[src/rtl/ddr_port0_writer.sv]
// Write-side MCB port controller: streams raster-ordered pixel results into DDR
// frame memory as write bursts of up to MAX_BURST words from BASE_ADDR upward.
module ddr_port0_writer #(
    parameter logic [29:0] BASE_ADDR = 30'd0,
    parameter int          MAX_BURST = 64
) (
    input  logic        clk,
    input  logic        reset,
    input  logic        mem_calib_done,
    input  logic        frame_start,
    input  logic [20:0] total_pixels,
    input  logic [31:0] pix_data,
    input  logic        pix_valid,
    output logic        pix_ready,
    input  logic        wr_full,
    input  logic [6:0]  wr_count,
    input  logic        cmd_full,
    output logic        wr_en,
    output logic [31:0] wr_data,
    output logic [3:0]  wr_mask,
    output logic [2:0]  cmd_instr,
    output logic [5:0]  cmd_bl,
    output logic [29:0] cmd_byte_addr,
    output logic        cmd_en,
    output logic        busy,
    output logic        frame_done
);

    localparam logic [20:0] MAX_BURST_W = 21'(MAX_BURST);

    typedef enum logic [1:0] {
        CALIB = 2'd0,
        IDLE  = 2'd1,
        FILL  = 2'd2,
        CMD   = 2'd3
    } state_t;

    function automatic logic [6:0] clip_len(input logic [20:0] remaining);
        if (remaining > MAX_BURST_W) begin
            clip_len = MAX_BURST_W[6:0];
        end else begin
            clip_len = remaining[6:0];
        end
    endfunction

    state_t      state_r, state_s;
    logic        calib_meta_r, calib_sync_r;
    logic [20:0] total_r, word_ptr_r, next_ptr_s;
    logic [6:0]  burst_cnt_r, burst_len_r;
    logic [5:0]  cmd_bl_r;
    logic [29:0] cmd_addr_r;
    logic        cmd_en_r, busy_r, frame_done_r, done_pend_r;
    logic        pix_ready_s, accept_s, start_s, issue_s;
    logic        unused_s;

    assign unused_s      = ^wr_count;
    assign accept_s      = pix_valid & pix_ready_s;
    assign pix_ready     = pix_ready_s;
    assign wr_en         = accept_s;
    assign wr_data       = pix_data;
    assign wr_mask       = 4'b0000;
    assign cmd_instr     = 3'b000;
    assign cmd_bl        = cmd_bl_r;
    assign cmd_byte_addr = cmd_addr_r;
    assign cmd_en        = cmd_en_r;
    assign busy          = busy_r;
    assign frame_done    = frame_done_r;

    // Two-flop synchroniser for the asynchronous calibration flag
    always_ff @(posedge clk or posedge reset) begin
        if (reset) begin
            calib_meta_r <= 1'b0;
            calib_sync_r <= 1'b0;
        end else begin
            calib_meta_r <= mem_calib_done;
            calib_sync_r <= calib_meta_r;
        end
    end

    // Next-state and handshake decode
    always_comb begin
        state_s     = state_r;
        pix_ready_s = 1'b0;
        start_s     = 1'b0;
        issue_s     = 1'b0;
        next_ptr_s  = word_ptr_r + {14'd0, burst_len_r};
        case (state_r)
            CALIB: begin
                if (calib_sync_r) begin
                    state_s = IDLE;
                end else begin
                    state_s = CALIB;
                end
            end
            IDLE: begin
                // A start coinciding with (or just ahead of) frame_done is dropped
                if (frame_start && !done_pend_r && !frame_done_r) begin
                    start_s = 1'b1;
                    if (total_pixels == 21'd0) begin
                        state_s = IDLE;
                    end else begin
                        state_s = FILL;
                    end
                end else begin
                    state_s = IDLE;
                end
            end
            FILL: begin
                pix_ready_s = !wr_full && (burst_cnt_r < burst_len_r);
                if (pix_valid && pix_ready_s && ((burst_cnt_r + 7'd1) == burst_len_r)) begin
                    state_s = CMD;
                end else begin
                    state_s = FILL;
                end
            end
            CMD: begin
                if (!cmd_full) begin
                    issue_s = 1'b1;
                    if (next_ptr_s == total_r) begin
                        state_s = IDLE;
                    end else begin
                        state_s = FILL;
                    end
                end else begin
                    state_s = CMD;
                end
            end
            default: begin
                state_s = CALIB;
            end
        endcase
    end

    // State, burst bookkeeping and registered command/status outputs
    always_ff @(posedge clk or posedge reset) begin
        if (reset) begin
            state_r      <= CALIB;
            total_r      <= 21'd0;
            word_ptr_r   <= 21'd0;
            burst_cnt_r  <= 7'd0;
            burst_len_r  <= 7'd0;
            cmd_bl_r     <= 6'd0;
            cmd_addr_r   <= 30'd0;
            cmd_en_r     <= 1'b0;
            busy_r       <= 1'b0;
            frame_done_r <= 1'b0;
            done_pend_r  <= 1'b0;
        end else begin
            state_r      <= state_s;
            cmd_en_r     <= issue_s;
            done_pend_r  <= issue_s && (next_ptr_s == total_r);
            frame_done_r <= done_pend_r || (start_s && (total_pixels == 21'd0));
            if (start_s) begin
                total_r     <= total_pixels;
                word_ptr_r  <= 21'd0;
                burst_cnt_r <= 7'd0;
                burst_len_r <= clip_len(total_pixels);
                busy_r      <= (total_pixels != 21'd0);
            end else if (issue_s) begin
                cmd_bl_r    <= 6'(burst_len_r - 7'd1);
                cmd_addr_r  <= BASE_ADDR + {7'd0, word_ptr_r, 2'b00};
                word_ptr_r  <= next_ptr_s;
                burst_cnt_r <= 7'd0;
                burst_len_r <= clip_len(total_r - next_ptr_s);
            end else if (accept_s) begin
                burst_cnt_r <= burst_cnt_r + 7'd1;
            end else if (done_pend_r) begin
                busy_r <= 1'b0;
            end else begin
                burst_cnt_r <= burst_cnt_r;
            end
        end
    end

endmodule

[config.mk]
export PLATFORM = sky130hd
export DESIGN_NAME = ddr_port0_writer
export DESIGN_NICKNAME = d
export VERILOG_FILES = /design/src/rtl/ddr_port0_writer.sv
export SDC_FILE = /design/constraint.sdc
export NUM_CORES = 1
export LEC_CHECK = 0
export ABC_CLOCK_PERIOD_IN_PS = 9000
export BUFFER_PORTS_ARGS = -buffer_cell sky130_fd_sc_hd__buf_2
export CAP_MARGIN = 0
export CORE_MARGIN = 2
export CORE_UTILIZATION = 50
export CTS_CLUSTER_SIZE = 8
export DETAILED_ROUTE_END_ITERATION = 16
export PLACE_DENSITY = 0.78
export SLEW_MARGIN = 20
export SYNTH_ARGS = -nofsm -noshare
export SYNTH_HDL_FRONTEND = slang
export SYNTH_SLANG_ARGS = --single-unit
[constraint.sdc]
create_clock -name clk -period 9 [get_ports clk]
set_clock_uncertainty 0.15 [all_clocks]
set_input_delay 0.9 -clock clk [delete_from_list [all_inputs] [get_ports clk]]
set_output_delay 0.9 -clock clk [all_outputs]
set_load 0.02 [all_outputs]
Yosys cells after proc, flatten, opt, wreduce, memory -nomap -nowiden
Index checks and enable logic that the tools add are counted.
{"block": "word_totals", "out_inout_bits": 80, "elab_cells": 73, "ff_bits": 91, "in_bits": 67}
{"block": "classes", "eq_ne": 7, "order_cmp": 3, "mux": 25, "bitwise_logic": 2, "add_sub_neg": 4, "n_reduce_logical": 19}
{"op": "$mux 7", "count": 7}
{"op": "$gt 21x7->1 const B", "count": 2}
{"op": "$mux 21", "count": 2}
{"op": "$add 21x7->21", "count": 1}
{"op": "$eq 21x21->1", "count": 1}
{"op": "$logic_not 21->1", "count": 1}
{"op": "$reduce_bool 21->1", "count": 1}
{"op": "$sub 21x21->21", "count": 1}
{"op": "$mux 1", "count": 11}
{"op": "$mux 2", "count": 4}
{"op": "$pmux 2 s4", "count": 1}
{"op": "$add 7x1->7 const B", "count": 1}
{"op": "$eq 7x7->1", "count": 1}
{"op": "$logic_and 1x1->1", "count": 7}
{"op": "$lt 7x7->1", "count": 1}
{"op": "$sub 6x1->6 const B", "count": 1}
{"op": "$eq 2x2->1 const B", "count": 2}
{"op": "$reduce_bool 2->1", "count": 2}
{"op": "$logic_not 1->1", "count": 3}
{"op": "$reduce_and 3->1", "count": 1}
{"op": "$reduce_bool 3->1", "count": 1}
{"op": "$eq 2x1->1 const B", "count": 1}
{"op": "$logic_not 2->1", "count": 1}
{"op": "$ne 2x1->1 const B", "count": 1}
{"op": "5 further kinds", "count": 5}

Logic depth before layout (Yosys ltp)
{"block": "logic_depth", "depth_word": 7, "ltp_mapped": 20, "mapped_depth_nobuf": 19}

Worst setup path before layout
No wires, ideal clock.
{"block": "synth_path", "path_kind": "reg2reg", "from": "reg burst_len_r[0]", "to": "reg burst_len_r[6]", "period_less_slack_ns": 4.802, "arrival_time_ns": 4.528, "path_buffers": 1, "setup_slack_ns": 4.198, "path_stages_with_launch": 21, "path_cell_list": "dfrtp_1 ha_1 fa_1 a211oi_1 nor2_1 o21ai_1 nor2_1 and3_1 and3_1 xnor2_1 ha_1 and3_1 and3_1 a32o_1 a21oi_1 a311o_1 xor2_1 nand3_1 or4_1 buf_2 o31a_1"}
{"block": "synth_via", "elab_chain_cells": 6}
{"item": "start: declaration", "line": "49", "text": "logic [6:0] burst_cnt_r, burst_len_r;"}
{"item": "start signal: assignment", "line": "157", "text": "burst_len_r <= clip_len(total_pixels);"}
{"item": "start signal: assignment", "line": "164", "text": "burst_len_r <= clip_len(total_r - next_ptr_s);"}
{"item": "$add 21x7->21 *", "line": "86", "text": "next_ptr_s = word_ptr_r + {14'd0, burst_len_r};"}
{"item": "$sub 21x21->21 *", "line": "164"}
{"item": "$gt 21x7->1", "line": "39", "text": "if (remaining > MAX_BURST_W) begin"}
{"item": "$mux 7 *", "line": "39"}
{"item": "$mux 7 *", "line": "159", "text": "end else if (issue_s) begin"}
{"item": "$mux 7 *", "line": "153", "text": "if (start_s) begin"}
Mark *: on every way between the ends. The rest lies on a longest branch, timed or not. The select of a mux whose other input is x is not followed.
A chain may end at the register's enable or synchronous reset.

Final worst setup path
Ends and elaborated chain as after synthesis.

==> impl_metrics.env <==
export IMPL_outcome="completed"
export IMPL_buffer_ports_inserted=59
export IMPL_drtAntennaViolNets=0
export IMPL_drt_total_wl_mm=13.1
export IMPL_mappedNetlistArea_um2=6000
export IMPL_reg2regPathDepth=19
export IMPL_largest_net_degree_at_the_start_of_global_routing=66
export IMPL_layout_core_utilization_pct=54.4
export IMPL_min_delay_path_depth=0
export IMPL_tritoncts_num_sinks=91
export IMPL_post_drt_via_cell_ratio=5.55
export IMPL_timing_final_setup_violations=0
export IMPL_grt_pass1_vias=4434
export IMPL_cts_root_buf="sky130_fd_sc_hd__clkbuf_16"
export IMPL_number_of_distinct_library_cell_variants_in_the_gate_level_netlist_after_synthesis=59
export IMPL_hold_path_startpoint="calib_meta_r"
export IMPL_critPathArrivalTime_ns=5.61
export IMPL_ctsLongestPathBuffers=2
export IMPL_cp_buffers_inverters=0
export IMPL_drt_first_iter_violations=407
export IMPL_area_growth_syn_to_layout_pct=7.57
export IMPL_reg2reg_from="burst_len_r[0]"
export IMPL_cts_buffers_inserted=9
export IMPL_cp_max_fo=7
export IMPL_insertion_delay_ns=0.34
export IMPL_grt_pass1_wl_mm=21.6
export IMPL_cts_reportedPaths_clkPinSlew_ns=0.07
export IMPL_postSynth_asyncResetShare_pct=100
export IMPL_avgSynthCellArea_um2=8.42
export IMPL_synth_edf_count=0
export IMPL_post_route_cells_drive_above_1_share_pct=12.6
export IMPL_tritoncts="yes"
export IMPL_crit_path_end_kind="register"
export IMPL_pre_cts_ws_ns=3.63
export IMPL_gp_routability_congestion=0.913
export IMPL_ctsHoldBuffers=0
export IMPL_max_stage_delay_ns=0.69
export IMPL_synth_largest_area_cell="sky130_fd_sc_hd__dfrtp_1"
export IMPL_whs_endpoint="calib_sync_r"
export IMPL_drtPass1Iterations=5
export IMPL_placement_rows=40
export IMPL_cp_start_kind="register"
export IMPL_antennaDiodeCount=0
export IMPL_crit_path_cell_trace="ha_1 > fa_1 > a211oi_1 > nor2_1 > o21ai_1 > nor2_1 > and3_1 > and3_1 > xnor2_1 > ha_1 > and3_1 > and3_1 > a32o_1 > a21oi_1 > a311o_1 > xor2_1 > nand3_1 > or4_1 > o31a_1"
export IMPL_fill_cells=1064
export IMPL_cts_htree_levels=3
export IMPL_boundaryPins=147
export IMPL_startpoint_of_the_most_critical_setup_path="burst_len_r[0]"
export IMPL_rr_endpoint="burst_len_r[6]"
export IMPL_transition_time_at_the_pin_with_the_least_slew_margin_ns=0.979
export IMPL_reg2reg_setup_slack_ns=3.47
export IMPL_path_delay_family="simple AND/OR/NAND/NOR gates"
export IMPL_ys_seq_elements=91
export IMPL_critical_path_slowest_cell="sky130_fd_sc_hd__or4_1"
export IMPL_post_cts_resized_instances=0
export IMPL_slew_headroom_pct=34.3
export IMPL_gr_total_overflow=0
export IMPL_placed_area_um2=6120
export IMPL_avgRoutedWirePerCell_um=14.8
export IMPL_power_density_nw_per_um2=289
export IMPL_dp_final_hpwl_mm=9.46
export IMPL_synth_ff_type="sky130_fd_sc_hd__dfrtp_1"
export IMPL_tns_ns=0
export IMPL_cell_occurring_most_often_along_the_worst_timing_path="sky130_fd_sc_hd__and3_1"
export IMPL_worstPathRequired_ns=9.08
export IMPL_synth_warnings=0
export IMPL_worst_slack_ns=3.47
export IMPL_postCtsSetupBuffers=0
export IMPL_die_width_um=114
export IMPL_core_ar_um2=11900
export IMPL_worstSetupPathType="register to register"
export IMPL_finalHoldWorstSlack_ns=0.200
export IMPL_cap_viol_max_count=0
export IMPL_yosysTopAreaCellShare_pct=37.9
export IMPL_die_area_um2=12900
export IMPL_min_tclk_post_route_ns=5.53
export IMPL_final_max_slew_viols=0
export IMPL_initial_utilization_pct=50.6
export IMPL_grt_setup_unrepaired="false"
export IMPL_seq_total_area_yosys_pct=37.9
export IMPL_die_height_um=114
export IMPL_hold_violations=0
export IMPL_syn_inst=713
export IMPL_via_count=4901
export IMPL_final_cell_area_um2=6460
export IMPL_p_leak_uw=0.00316
export IMPL_layout_nets=836
export IMPL_period_share_pct=61.5
export IMPL_hold_path_class="register to register"
export IMPL_yosys_top_cells_area="sky130_fd_sc_hd__dfrtp_1, sky130_fd_sc_hd__nand2_1, sky130_fd_sc_hd__ha_1"
export IMPL_grt_antenna_before_repair=0
export IMPL_timing_fmax_mhz=181
export IMPL_peakVddDrop_uv=106
export IMPL_globalRouteTotalUtil_pct=20.8
export IMPL_remaining_drc_errors=0
-- worst max path at each step --
stage | cells after the start | slack [ns] | endpoint
5_1_grt | 19 | 3.28 | burst_len_r[6]
4_1_cts | 19 | 3.58 | burst_len_r[6]
3_3_place_gp | 19 | 3.62 | burst_len_r[6]
6_report | 19 | 3.47 | burst_len_r[6]
3_5_place_dp | 19 | 3.63 | burst_len_r[6]
2_1_floorplan | 20 | 4.20 | burst_len_r[6]
-- per-stage QoR --
stage | total power [µW] | instances
after floorplan | 1280 | 728
after global placement | 1430 | 867
after global routing | 2000 | 883
after detailed placement | 1440 | 867
final | 1870 | 883
after CTS | 1870 | 883
-- registers in the layout, summed over array words and instances (netlist names) --
register	flops
total_r	21
state_r	2
frame_done	1
calib_sync_r	1
burst_len_r	7
cmd_en	1
cmd_byte_addr	21
calib_meta_r	1
done_pend_r	1
busy	1
burst_cnt_r	7
word_ptr_r	21
cmd_bl	6
-- power by group --
| group | total, µW | internal [µW] | leakage, µW | switching [µW] |
|---|---|---|---|---|
| Sequential | 549 | 489 | 0.00120 | 59.5 |
| Clock | 419 | 259 | 0.000158 | 160 |
| Combinational | 900 | 356 | 0.00180 | 544 |
-- cell usage after synthesis (all sizes together), types with 3 or more instances --
library cell,number
nand2,180
dfrtp,91
buf,53
o21ai,51
ha,36
nand3,33
nor2,29
xnor2,24
xor2,21
a21oi,19
inv,19
clkbuf,18
o31ai,13
a21o,11
and3,10
nand2b,9
nor2b,9
nor3,8
nor4,8
nand4,7
a22oi,6
o21a,5
a2111oi,4
a211oi,4
a31oi,4
mux2i,4
and2,3
or2,3
or3,3
-- logic make-up (layout without fill, tap and decap cells) --
family	Yosys count	count (layout)	share of synthesized area (%)
simple gates	306	306	22.5
compound gates	137	137	15.3
flops	91	91	37.9
buf+inv	91	99	8.82
xor+xnor	45	45	6.57
fa+ha+maj	38	38	8.17
mux	4	4	0.667
other cells	1	16	0.0625
-- placed cells by master (no fill, tap or decap), types with 13 or more instances in the layout --
cell type,instances
sky130_fd_sc_hd__a21oi_1,18
sky130_fd_sc_hd__buf_2,59
sky130_fd_sc_hd__conb_1,16
sky130_fd_sc_hd__dfrtp_1,91
sky130_fd_sc_hd__ha_1,36
sky130_fd_sc_hd__inv_1,18
sky130_fd_sc_hd__nand2_1,179
sky130_fd_sc_hd__nand3_1,33
sky130_fd_sc_hd__nor2_1,28
sky130_fd_sc_hd__o21ai_0,47
sky130_fd_sc_hd__o31ai_1,13
sky130_fd_sc_hd__xnor2_1,24
sky130_fd_sc_hd__xor2_1,21
-- routing by layer --
layer	global-route usage, %	vias to the layer above	part of all wire (%)
met5	0	-	0
met2	32.8	161	46
met1	28.8	2276	46
met4	7.89	0	2.4
li1	-	2431	-
met3	3.61	33	5.4
-- final cells by class --
type | instances | area [µm²] | area share (%)
multi-input combinational | 546 | 3260 | 50.4
sequential | 91 | 2280 | 35.3
timing repair buffer | 63 | 325 | 5.04
clock buffer | 11 | 253 | 3.91
tap | 147 | 184 | 2.85
clock inverter | 5 | 83.8 | 1.30
inverter | 20 | 76.3 | 1.18
Note: power is estimated with default switching activity, not from simulation.
